**src/rtl/regfile_wb_scheduler.sv**
```systemverilog
// rtl/regfile_wb_scheduler.sv - register-file write-back buffer with in-order drain and forwarding
module regfile_wb_scheduler #(
    parameter int DEPTH = 4
) (
    input  logic                         CLK,
    input  logic                         nRst,
    input  logic                         wb0_valid,
    input  logic [4:0]                   wb0_wsel,
    input  logic [31:0]                  wb0_wdat,
    output logic                         wb0_ready,
    input  logic                         wb1_valid,
    input  logic [4:0]                   wb1_wsel,
    input  logic [31:0]                  wb1_wdat,
    output logic                         wb1_ready,
    output logic                         WEN,
    output logic [4:0]                   wsel,
    output logic [31:0]                  wdat,
    input  logic [4:0]                   fwd_rsel1,
    input  logic [4:0]                   fwd_rsel2,
    output logic                         fwd_hit1,
    output logic                         fwd_hit2,
    output logic [31:0]                  fwd_dat1,
    output logic [31:0]                  fwd_dat2,
    output logic [31:0]                  busy,
    output logic [$clog2(DEPTH+1)-1:0]   count,
    output logic                         idle
);
    localparam int PTR_W = $clog2(DEPTH);
    localparam int CNT_W = $clog2(DEPTH+1);

    logic [4:0]       r_sel [DEPTH];
    logic [31:0]      r_dat [DEPTH];
    logic [PTR_W-1:0] r_head;
    logic [PTR_W-1:0] r_tail;
    logic [CNT_W-1:0] r_count;

    logic             w_ready;
    logic             w_drain;
    logic             w_acc0;
    logic             w_acc1;
    logic [PTR_W-1:0] w_slot0;
    logic [DEPTH-1:0] w_live;
    logic [4:0]       w_age_sel [DEPTH];
    logic [31:0]      w_age_dat [DEPTH];

    // Two slots must be free so a dual accept can never overflow; no drain credit is taken.
    assign w_ready = (r_count <= CNT_W'(DEPTH-2));
    assign w_drain = (r_count != '0);
    assign w_acc1  = wb1_valid && w_ready && (wb1_wsel != 5'd0);
    assign w_acc0  = wb0_valid && w_ready && (wb0_wsel != 5'd0);
    assign w_slot0 = r_tail + PTR_W'(w_acc1);

    // Entries viewed by age: index 0 is the head (oldest).
    for (genvar g = 0; g < DEPTH; g++) begin : g_age
        logic [PTR_W-1:0] w_idx;
        assign w_idx        = r_head + PTR_W'(g);
        assign w_live[g]    = (CNT_W'(g) < r_count);
        assign w_age_sel[g] = r_sel[w_idx];
        assign w_age_dat[g] = r_dat[w_idx];
    end

    always_ff @(posedge CLK or negedge nRst) begin
        if (!nRst) begin
            r_head  <= '0;
            r_tail  <= '0;
            r_count <= '0;
            for (int i = 0; i < DEPTH; i++) begin
                r_sel[i] <= '0;
                r_dat[i] <= '0;
            end
        end else begin
            // wb1 is the older instruction, so it takes the first free slot.
            if (w_acc1) begin
                r_sel[r_tail] <= wb1_wsel;
                r_dat[r_tail] <= wb1_wdat;
            end
            if (w_acc0) begin
                r_sel[w_slot0] <= wb0_wsel;
                r_dat[w_slot0] <= wb0_wdat;
            end
            r_tail  <= r_tail + PTR_W'(w_acc1) + PTR_W'(w_acc0);
            r_head  <= r_head + PTR_W'(w_drain);
            r_count <= r_count - CNT_W'(w_drain) + CNT_W'(w_acc1) + CNT_W'(w_acc0);
        end
    end

    assign WEN       = w_drain;
    assign wsel      = w_drain ? w_age_sel[0] : 5'd0;
    assign wdat      = w_drain ? w_age_dat[0] : 32'd0;
    assign wb0_ready = w_ready;
    assign wb1_ready = w_ready;
    assign count     = r_count;
    assign idle      = (r_count == '0);

    // Scanning oldest to youngest lets the last match win, giving youngest-wins forwarding.
    always_comb begin
        fwd_hit1 = 1'b0;
        fwd_hit2 = 1'b0;
        fwd_dat1 = 32'd0;
        fwd_dat2 = 32'd0;
        busy     = 32'd0;
        for (int i = 0; i < DEPTH; i++) begin
            if (w_live[i]) begin
                busy[w_age_sel[i]] = 1'b1;
                if ((fwd_rsel1 != 5'd0) && (w_age_sel[i] == fwd_rsel1)) begin
                    fwd_hit1 = 1'b1;
                    fwd_dat1 = w_age_dat[i];
                end
                if ((fwd_rsel2 != 5'd0) && (w_age_sel[i] == fwd_rsel2)) begin
                    fwd_hit2 = 1'b1;
                    fwd_dat2 = w_age_dat[i];
                end
            end
        end
        busy[0] = 1'b0;
    end
endmodule

```
**config.mk**
```make
export PLATFORM = sky130hd
export DESIGN_NAME = regfile_wb_scheduler
export DESIGN_NICKNAME = d
export VERILOG_FILES = /design/src/rtl/regfile_wb_scheduler.sv
export SDC_FILE = /design/constraint.sdc
export NUM_CORES = 1
export LEC_CHECK = 0
export CELL_PAD_IN_SITES_DETAIL_PLACEMENT = 1
export CELL_PAD_IN_SITES_GLOBAL_PLACEMENT = 1
export CORE_MARGIN = 4
export CORE_UTILIZATION = 40
export CTS_CLUSTER_DIAMETER = 200
export DETAILED_ROUTE_END_ITERATION = 7
export GPL_TIMING_DRIVEN = 0
export HOLD_SLACK_MARGIN = 0.1
export PLACE_DENSITY_LB_ADDON = 0.1
export SYNTH_ARGS = -nofsm -noshare
export SYNTH_HDL_FRONTEND = slang
export SYNTH_SLANG_ARGS = --single-unit
```
**constraint.sdc**
```tcl
create_clock -name CLK -period 5.4 [get_ports CLK]
set_input_delay 1.62 -clock CLK [delete_from_list [all_inputs] [get_ports CLK]]
set_output_delay 1.62 -clock CLK [all_outputs]
set_load 0.005 [all_outputs]
```
==> results of run 1 <==
==> where the power goes <==
part	switching, W	internal (W)
sequential	0.000633	0.00177
clock	0.000538	0.000815
combinational	0.00656	0.00474
total	0.00773	0.00733
==> layout make-up <==
type / instances / area, µm²
fill: 4148 / 16700
multi-input combinational: 1411 / 10400
sequential: 155 / 3880
timing repair buffer: 248 / 2320
buffer: 158 / 1080
tap: 461 / 577
clock buffer: 19 / 433
clock inverter: 11 / 195
inverter: 15 / 60.1
antenna: 3 / 7.51
==> cells by family after synthesis <==
kind of cell	count (synthesis)	synth area share, %
other cells	1	0.0258
mux	333	25.1
flops	155	26.7
xor+xnor	40	2.47
buf+inv	175	5.78
fa+ha+maj	8	0.793
compound gates	489	22.2
simple gates	540	17.0
==> stage by stage <==
| stage | power [W] | util (%) |
|---|---|---|
| 2_1_floorplan | 0.00839 | - |
| 3_3_place_gp | 0.0126 | 48.5 |
| 3_5_place_dp | 0.0129 | 48.6 |
| 4_1_cts | 0.0146 | 52.6 |
| 5_1_grt | 0.0159 | 53.1 |
| 6_report | 0.0151 | 53.2 |
==> repair_timing <==
item                                    in CTS  in global routing
endpoints found under the setup margin     116                 76
pin swaps                                   49                 29
gates resized for setup                    256                 91
buffers inserted                            19                  9
==> worst max-delay path, delay by kind of cell <==
kind | cells | cell delay (ps)
buf+inv | 5 | 980
compound gates | 4 | 660
simple gates | 2 | 480
==> registers in the layout, indices dropped and copies added (netlist names) <==
| name | count |
|---|---|
| r_dat | 128 |
| r_sel | 20 |
| count | 3 |
| r_head | 2 |
| r_tail | 2 |
==> synthesized netlist by cell type, types with 18 or more instances <==
master,number
nor2_1,148
a221oi_1,24
mux2_2,46
mux2i_1,267
o22ai_1,43
o21ai_0,121
clkbuf_1,79
a221o_1,19
and2_1,43
nand3_1,18
o21a_1,23
buf_2,46
xnor2_1,31
a21o_1,23
a21oi_1,118
and3_1,31
mux4_2,20
a21bo_2,25
a22oi_1,33
nand2_1,205
nor3_1,39
dfrtp_1,155
==> layer usage <==
| layer | up-vias | GRT usage [%] |
|---|---|---|
| li1 | 6898 | - |
| met1 | 8151 | 46.2 |
| met3 | 210 | 7.59 |
| met2 | 881 | 55.6 |
| met5 | - | 0 |
| met4 | 2 | 16.5 |
==> worst min-delay path by stage <==
| stage | startpoint | endpoint | cells past startpoint |
|---|---|---|---|
| after floorplan | r_head[0]$_DFF_PN0_ | r_head[0]$_DFF_PN0_ | 1 |
| after global placement | r_head[0]$_DFF_PN0_ | r_head[0]$_DFF_PN0_ | 1 |
| after detailed placement | r_head[0]$_DFF_PN0_ | r_head[0]$_DFF_PN0_ | 1 |
| after CTS | r_head[0]$_DFF_PN0_ | r_head[0]$_DFF_PN0_ | 1 |
| after global routing | r_head[0]$_DFF_PN0_ | r_head[0]$_DFF_PN0_ | 1 |
| final | r_head[0]$_DFF_PN0_ | r_head[0]$_DFF_PN0_ | 1 |
==> results_dict.tcl, run 1 <==
set metrics [dict create \
    status "complete, no violations" \
    antenna_found_initial 1 \
    crit_top_cell "buf_4" \
    critPathMaxStageDelay_ps 400 \
    path_cells "buf_2, nor4_4, nor4_4, a31oi_2, buf_4, o22ai_4, buf_4, buf_4, a21o_1, o21a_1, dlygate4sd2_1" \
    synth_top_area_share_pct 26.7 \
    crit_type "in2out" \
    skew_ps 13.5 \
    overflow 0 \
    ys_async_sr_fraction_pct 100 \
    met2WireLength_um 32200 \
    wl_met1_um 29600 \
    placedInstanceArea_um2 17300 \
    clock_latency_ps 470 \
    holdWs_ps 522 \
    cts_tree "yes" \
    post_drt_via_cell_ratio 6.51 \
    dp.cells 2422 \
    crit_path_end "fwd_dat1[15]" \
    final_nets 2102 \
    cap_violations 0 \
    coreArea_um2 35700 \
    ir_worst_vdd_v 0.000392 \
    syn-num-nets 1837 \
    ys_seq_area_share_pct 26.7 \
    synth.avg_cell_area_um2 8.34 \
    grt_pass1_vias 17000 \
    clock.fmax_ghz 0.186 \
    layout_common_cells "mux2i_1, nand2_1, dfrtp_1" \
    start_util_pct 40.7 \
    layout.cells.non_filler 2481 \
    drt_iter0_drc 1349 \
    htree_levels 4 \
    drc_errors 0 \
    synth_area_leaders "dfrtp_1, mux2i_1, nand2_1" \
    post-route-min-period_ps 5370 \
    final_common_cell "mux2i_1" \
    cts_buffer_depth 2 \
    drtPass1Iterations 5 \
    cts_hold_buf 0 \
    crit_fanout 10 \
    cp.required_ps 3780 \
    drt-total-wl_um 71000 \
    area_delta_synth_final_pct 30.6 \
    reg2reg_slack_ps 1520 \
    setup_tns_ps 0 \
    cts-buffers-inserted 17 \
    die-area_um2 39400 \
    rsz0062_at_grt "yes" \
    yosysWarningCount 0 \
    rr_endpoint "r_dat[124]$_DFF_PN0_" \
    yosys.cell_types.count 64 \
    hpwlAfterDp_um 50900 \
    synthesis.area_um2 14500 \
    grt_max_degree 81 \
    drive_gt1_share_pct 18.0 \
    crit_arrival_ps 3750 \
    antenna_left 0 \
    grt_pass1_wl_um 105000 \
    die_h_um 198 \
    top_layer_used "met5" \
    slowest_stage "nor4_4" \
    yosys.area.top_type "dfrtp_1" \
    startpoint "fwd_rsel1[3]" \
    num_vias 16100 \
    worstHoldPathType "reg2reg" \
    gp_congestion 0.981 \
    timing.critical_path.from_type "input pin" \
    ios 230 \
    endpoint_kind "output port" \
    synthCells 1741 \
    hold_violations 0 \
    pre_cts_slack_ps -1180 \
    fin_crit_sh_pct 99.5 \
    setup_viol 0 \
    p_leak_nw 8.15 \
    die_width_um 198 \
    setup_ws_ps 28.2 \
    tightestPinTransition_ps 1010 \
    drv_slew 0 \
    final_design_area_no_fill_um2 19000 \
    ys_ff_latch 155 \
    numClockSinks 155 \
    grt_use_total_pct 35.2 \
    dr_wl_met3_um 5910 \
    ff2ff_path_depth 10 \
    power.density_nw_per_um2 794 \
    wl_per_cell_um 28.6 \
    portBuffers 219 \
    path_clk_slew_ps 60 \
    reg2reg_from "count[2]$_DFF_PN0_" \
    cts-root-buf "clkbuf_16" \
    fp-row-count 69 \
    synth_edf_count 0 \
    synthFlopType "dfrtp_1" \
    relSlewSlack_pct 32.9 \
]
Power figures use the tool's default switching activity.
==> run 2, diff against run 1 <==
--- a/config.mk
+++ b/config.mk
@@ -5,6 +5,7 @@
 export SDC_FILE = /design/constraint.sdc
 export NUM_CORES = 1
 export LEC_CHECK = 0
+export CAP_MARGIN = 15
 export CELL_PAD_IN_SITES_DETAIL_PLACEMENT = 1
 export CELL_PAD_IN_SITES_GLOBAL_PLACEMENT = 1
 export CORE_MARGIN = 4
@@ -14,6 +15,7 @@
 export GPL_TIMING_DRIVEN = 0
 export HOLD_SLACK_MARGIN = 0.1
 export PLACE_DENSITY_LB_ADDON = 0.1
+export RECOVER_POWER = 100
 export SYNTH_ARGS = -nofsm -noshare
 export SYNTH_HDL_FRONTEND = slang
 export SYNTH_SLANG_ARGS = --single-unit
==> results_dict.tcl, run 2 (synthesis gave the netlist of run 1 again) <==
set metrics [dict create \
    seqPwrFrac_pct 16.0 \
    ff2ff_path_depth 10 \
    drive_gt1_share_pct 17.8 \
    antenna_found_initial 1 \
    htree_levels 4 \
    p_sw_w 0.00771 \
    worstHoldPathType "reg2reg" \
    die-area_um2 39400 \
    top_register "r_dat" \
    drt_iter0_drc 1292 \
    drc_errors 0 \
    placedInstanceArea_um2 17300 \
    cts_tree "yes" \
    reg2reg_from "count[2]$_DFF_PN0_" \
    final_nets 2103 \
    clock.fmax_ghz 0.186 \
    path_clk_slew_ps 70 \
    numClockSinks 155 \
    fin_crit_sh_pct 99.6 \
    antenna_left 0 \
    start_util_pct 40.7 \
    layout_common_cells "mux2i_1, nand2_1, dfrtp_1" \
    dp.cells 2422 \
    largest_reg_flops 128 \
    grt_pass1_wl_um 105000 \
    final_design_area_no_fill_um2 18900 \
    drt-total-wl_um 70900 \
    setup_ws_ps 20.3 \
    drtPass1Iterations 5 \
    grt-busiest-layer "met2" \
    wl_per_cell_um 28.6 \
    p_sw_share_pct 51.6 \
    cts-root-buf "clkbuf_16" \
    timing.critical_path.from_type "input pin" \
    cap_violations 1 \
    n_fill_cell 4155 \
    post_drt_via_cell_ratio 6.49 \
    grt_use_met1_pct 46.2 \
    violations "capacitance limit, slew limit" \
    grt_use_met2_pct 55.6 \
    crit_fanout 10 \
    clock_latency_ps 460 \
    grt_pass1_vias 17000 \
    portBuffers 219 \
    p_int_w 0.00725 \
    die_h_um 198 \
    combPwrFrac_pct 74.9 \
    post-route-min-period_ps 5380 \
    power_w 0.0150 \
    num_vias 16100 \
    drv_slew 76 \
    coreArea_um2 35700 \
    pre_cts_slack_ps -1180 \
    hold_start "r_head[0]$_DFF_PN0_" \
    hpwlAfterDp_um 50900 \
    fp-row-count 69 \
    area_delta_synth_final_pct 30.5 \
    grt_use_total_pct 35.2 \
    endpoint_kind "output port" \
    cts_buffer_depth 2 \
    crit_arrival_ps 3760 \
    power.density_nw_per_um2 790 \
    hold_violations 0 \
    holdPathEnd "r_head[0]$_DFF_PN0_" \
    cts-buffers-inserted 17 \
    clkPwrFrac_pct 9.1 \
    relSlewSlack_pct -47.0 \
    grt_max_degree 81 \
    setup_viol 0 \
    cts_hold_buf 0 \
    crit_type "in2out" \
    p_leak_nw 8.21 \
    overflow 0 \
    multi_input_area_um2 10400 \
    ir_worst_vdd_v 0.000390 \
    hold_depth 1 \
    tightestPinTransition_ps 2210 \
    gp_congestion 0.981 \
    grtUsageMet3_pct 7.59 \
    layout.cells.non_filler 2480 \
    die_width_um 198 \
    status "finished with violations" \
    skew_ps 10.9 \
    final_common_cell "mux2i_1" \
    rr_endpoint "r_dat[124]$_DFF_PN0_" \
    setup_tns_ps 0 \
    ios 230 \
    cp.required_ps 3780 \
    reg2reg_slack_ps 1510 \
    rsz0062_at_grt "yes" \
    ff_latch_area_um2 3880 \
]
-- run 2: cell types whose count changed in the layout (fill, tap and decap cells not counted), moves of 5 or more --
cell             before  now
and2_0                1   14
dlygate4sd3_1         0   29
and2_1               42   29
mux2_2               46   41
mux2_1                0    5
clkdlybuf4s50_1     151  122
-- run 2: final cells by class --
class,instances,share of cell area [%]
plain buffers,158,5.70
diodes,1,0.0132
clock buffers,19,2.29
well taps,461,3.05
inverters,15,0.317
multi-input cells,1411,54.9
clock inverters,11,1.03
repair buffers,249,12.2
flip-flops and latches,155,20.5
-- run 2: how the worst max path moves through the flow --
stage,to,startpoint,slack (ps)
floorplan,fwd_dat2[19],fwd_rsel2[4],400
global placement,r_dat[26]$_DFF_PN0_,nRst,-4090
detailed placement,fwd_dat1[29],fwd_rsel1[1],-1180
CTS,fwd_dat1[9],fwd_rsel1[4],-190
global route,fwd_dat2[20],fwd_rsel2[0],-10
finish,fwd_dat1[15],fwd_rsel1[3],20
-- run 2: critical path: stages --
cell and delay, ps:
buf_2 170, nor4_4 400, nor4_4 80, a31oi_2 230, buf_4 170, o22ai_4 80
buf_4 160, buf_4 200, a21o_1 170, o21a_1 190, dlygate4sd2_1 280
-- run 2: stage by stage --
step           hold WS (ps)  util [%]
5_1_grt                 548      53.1
3_5_place_dp            506      48.6
3_3_place_gp            502      48.5
6_report                522      53.1
2_1_floorplan           488         -
4_1_cts                 521      52.6
-- run 2: power groups by stage --
stage	sequential [W]	clock [W]	combinational (W)
after floorplan	0.00213	0	0.00626
after global placement	0.00233	0	0.0103
after detailed placement	0.00237	0	0.0105
after CTS	0.00237	0.00136	0.0109
after global routing	0.00247	0.00141	0.0119
final	0.00240	0.00135	0.0112
-- run 2: layer usage --
| metal | vias to the layer above | share of wire (%) |
|---|---|---|
| met5 | - | 0.078 |
| met4 | 2 | 4.6 |
| met3 | 212 | 8.0 |
| met2 | 831 | 46 |
| met1 | 8152 | 42 |
| li1 | 6896 | - |
-- run 2: repair_timing --
| action | CTS | global route |
|---|---|---|
| gates resized for setup | 256 | 90 |
| buffers inserted | 19 | 9 |
| setup endpoints to repair | 116 | 74 |
| pin swaps | 49 | 29 |
| hold endpoints to repair | 0 | 0 |
==> run 3, diff against run 2 <==
--- a/config.mk
+++ b/config.mk
@@ -15,7 +15,7 @@
 export GPL_TIMING_DRIVEN = 0
 export HOLD_SLACK_MARGIN = 0.1
 export PLACE_DENSITY_LB_ADDON = 0.1
-export RECOVER_POWER = 100
+export RECOVER_POWER = 50
 export SYNTH_ARGS = -nofsm -noshare
 export SYNTH_HDL_FRONTEND = slang
 export SYNTH_SLANG_ARGS = --single-unit
==> results_dict.tcl, run 3 (synthesis gave the netlist of run 1 again) <==
set metrics [dict create \
    skew_ps 13.3 \
    power.density_nw_per_um2 794 \
    num_vias 16200 \
    timing.critical_path.from_type "input pin" \
    grt_pass1_wl_um 105000 \
    crit_arrival_ps 3760 \
    drv_slew 76 \
    wl_per_cell_um 28.6 \
    antenna_found_initial 1 \
    overflow 0 \
    fin_crit_sh_pct 99.6 \
    crit_top_cell "buf_4" \
    drtPass1Iterations 5 \
    seqPwrFrac_pct 16.0 \
    cap_violations 1 \
    dp.cells 2422 \
    numClockSinks 155 \
    crit_type "in2out" \
    relSlewSlack_pct -46.8 \
    hold_violations 0 \
    fp-row-count 69 \
    p_sw_share_pct 51.4 \
    cts_buffer_depth 2 \
    cts-root-buf "clkbuf_16" \
    reg2reg_from "count[2]$_DFF_PN0_" \
    n_fill_cell 4156 \
    tightestPinTransition_ps 2200 \
    rr_endpoint "r_dat[124]$_DFF_PN0_" \
    ios 230 \
    critPathMaxStageDelay_ps 410 \
    setup_viol 0 \
    layout_common_cells "mux2i_1, nand2_1, dfrtp_1" \
    rsz0062_at_grt "yes" \
    layout.cells.non_filler 2479 \
    drive_gt1_share_pct 18.0 \
    final_nets 2103 \
    slowest_stage "nor4_4" \
    cp.required_ps 3780 \
    gp_congestion 0.981 \
    status "finished with violations" \
    top_register "r_dat" \
    crit_fanout 10 \
    ff2ff_path_depth 10 \
    cts_tree "yes" \
    startpoint "fwd_rsel1[3]" \
    largest_reg_flops 128 \
    final_design_area_no_fill_um2 18900 \
    fin_util_pct 53.1 \
    hpwlAfterDp_um 50900 \
    p_sw_w 0.00773 \
    portBuffers 219 \
    n_antenna_cell 0 \
    clock_latency_ps 470 \
    p_int_w 0.00731 \
    path_cells "buf_2, nor4_4, nor4_4, a31oi_2, buf_4, o22ai_4, buf_4, buf_4, a21o_1, o21a_1, dlygate4sd2_1" \
    grt_use_total_pct 35.2 \
    post_drt_via_cell_ratio 6.53 \
    cts_hold_buf 0 \
    holdWs_ps 519 \
    combPwrFrac_pct 75.0 \
    ir_worst_vdd_v 0.000390 \
    drt_iter0_drc 1375 \
    die_h_um 198 \
    grt_max_degree 81 \
    reg2reg_slack_ps 1490 \
    final_common_cell "mux2i_1" \
    placedInstanceArea_um2 17300 \
    coreArea_um2 35700 \
    start_util_pct 40.7 \
    p_leak_nw 8.16 \
    endpoint_kind "output port" \
    post-route-min-period_ps 5380 \
    crit_path_end "fwd_dat1[15]" \
    die-area_um2 39400 \
    area_delta_synth_final_pct 30.5 \
    worstHoldPathType "reg2reg" \
    cts-buffers-inserted 17 \
    antenna_left 0 \
    path_clk_slew_ps 70 \
    hold_start "r_head[0]$_DFF_PN0_" \
    htree_levels 4 \
    clkPwrFrac_pct 9.0 \
    clock.fmax_ghz 0.186 \
    drc_errors 0 \
    violations "capacitance limit, slew limit" \
    drt-total-wl_um 71000 \
    die_width_um 198 \
    grt_pass1_vias 17000 \
]
run 3: cell count changes in the layout (fill, tap and decap cells not counted), sizes merged:
cell	delta
clkdlybuf4s50	+17
buf	+6
diode	-1
clkbuf	-6
dlygate4sd3	-17
run 3: through the flow:
step	power [W]	setup WS (ps)	setup TNS (ps)
finish	0.0150	19.0	0
detailed placement	0.0129	-1180	-63900
floorplan	0.00839	402	0
global route	0.0158	-13.2	-43.8
global placement	0.0126	-4090	-692670
CTS	0.0146	-190	-285
run 3: worst min path at each step:
stage	end	slack, ps	depth (start not counted)
6_report	r_head[0]$_DFF_PN0_	520	1
5_1_grt	r_head[0]$_DFF_PN0_	550	1
4_1_cts	r_head[0]$_DFF_PN0_	520	1
3_5_place_dp	r_head[0]$_DFF_PN0_	510	1
3_3_place_gp	r_head[0]$_DFF_PN0_	500	1
2_1_floorplan	r_head[0]$_DFF_PN0_	490	1
run 3: cell type report:
cell class / instances / area (µm²) / share of cell area [%]
Inverter: 15 / 60.1 / 0.317
Timing Repair Buffer: 249 / 2320 / 12.2
Tap cell: 461 / 577 / 3.05
Buffer: 158 / 1080 / 5.70
Sequential cell: 155 / 3880 / 20.5
Multi-Input combinational cell: 1411 / 10400 / 54.9
Clock buffer: 19 / 433 / 2.29
Clock inverter: 11 / 195 / 1.03
run 3: power by group through the flow:
stage                     clock [W]  combinational, W  sequential (W)
final                       0.00135            0.0113         0.00240
after global routing        0.00141            0.0120         0.00247
after CTS                   0.00136            0.0109         0.00237
after detailed placement          0            0.0105         0.00237
after global placement            0            0.0103         0.00233
after floorplan                   0           0.00626         0.00213
run 3: critical path: cells and delay by family:
family,cells,cell delay [ps]
buffers and inverters,5,980
AO/OA/AOI/OAI,4,670
AND/OR/NAND/NOR,2,480
run 3: timing repair:
action,CTS,global route
hold endpoints to repair,0,0
pin swaps,49,29
endpoints found under the setup margin,116,74
resized for setup,256,90
setup buffers,19,9
run 3: per-layer routing:
| layer | GRT usage (%) | vias up | wire [µm] | share of wire (%) |
|---|---|---|---|---|
| met5 | 0 | - | 8 | 0.011 |
| met4 | 16.5 | 2 | 3350 | 4.7 |
| met3 | 7.59 | 225 | 6330 | 8.9 |
| met2 | 55.6 | 909 | 32100 | 45 |
| met1 | 46.2 | 8139 | 29200 | 41 |
| li1 | - | 6908 | - | - |
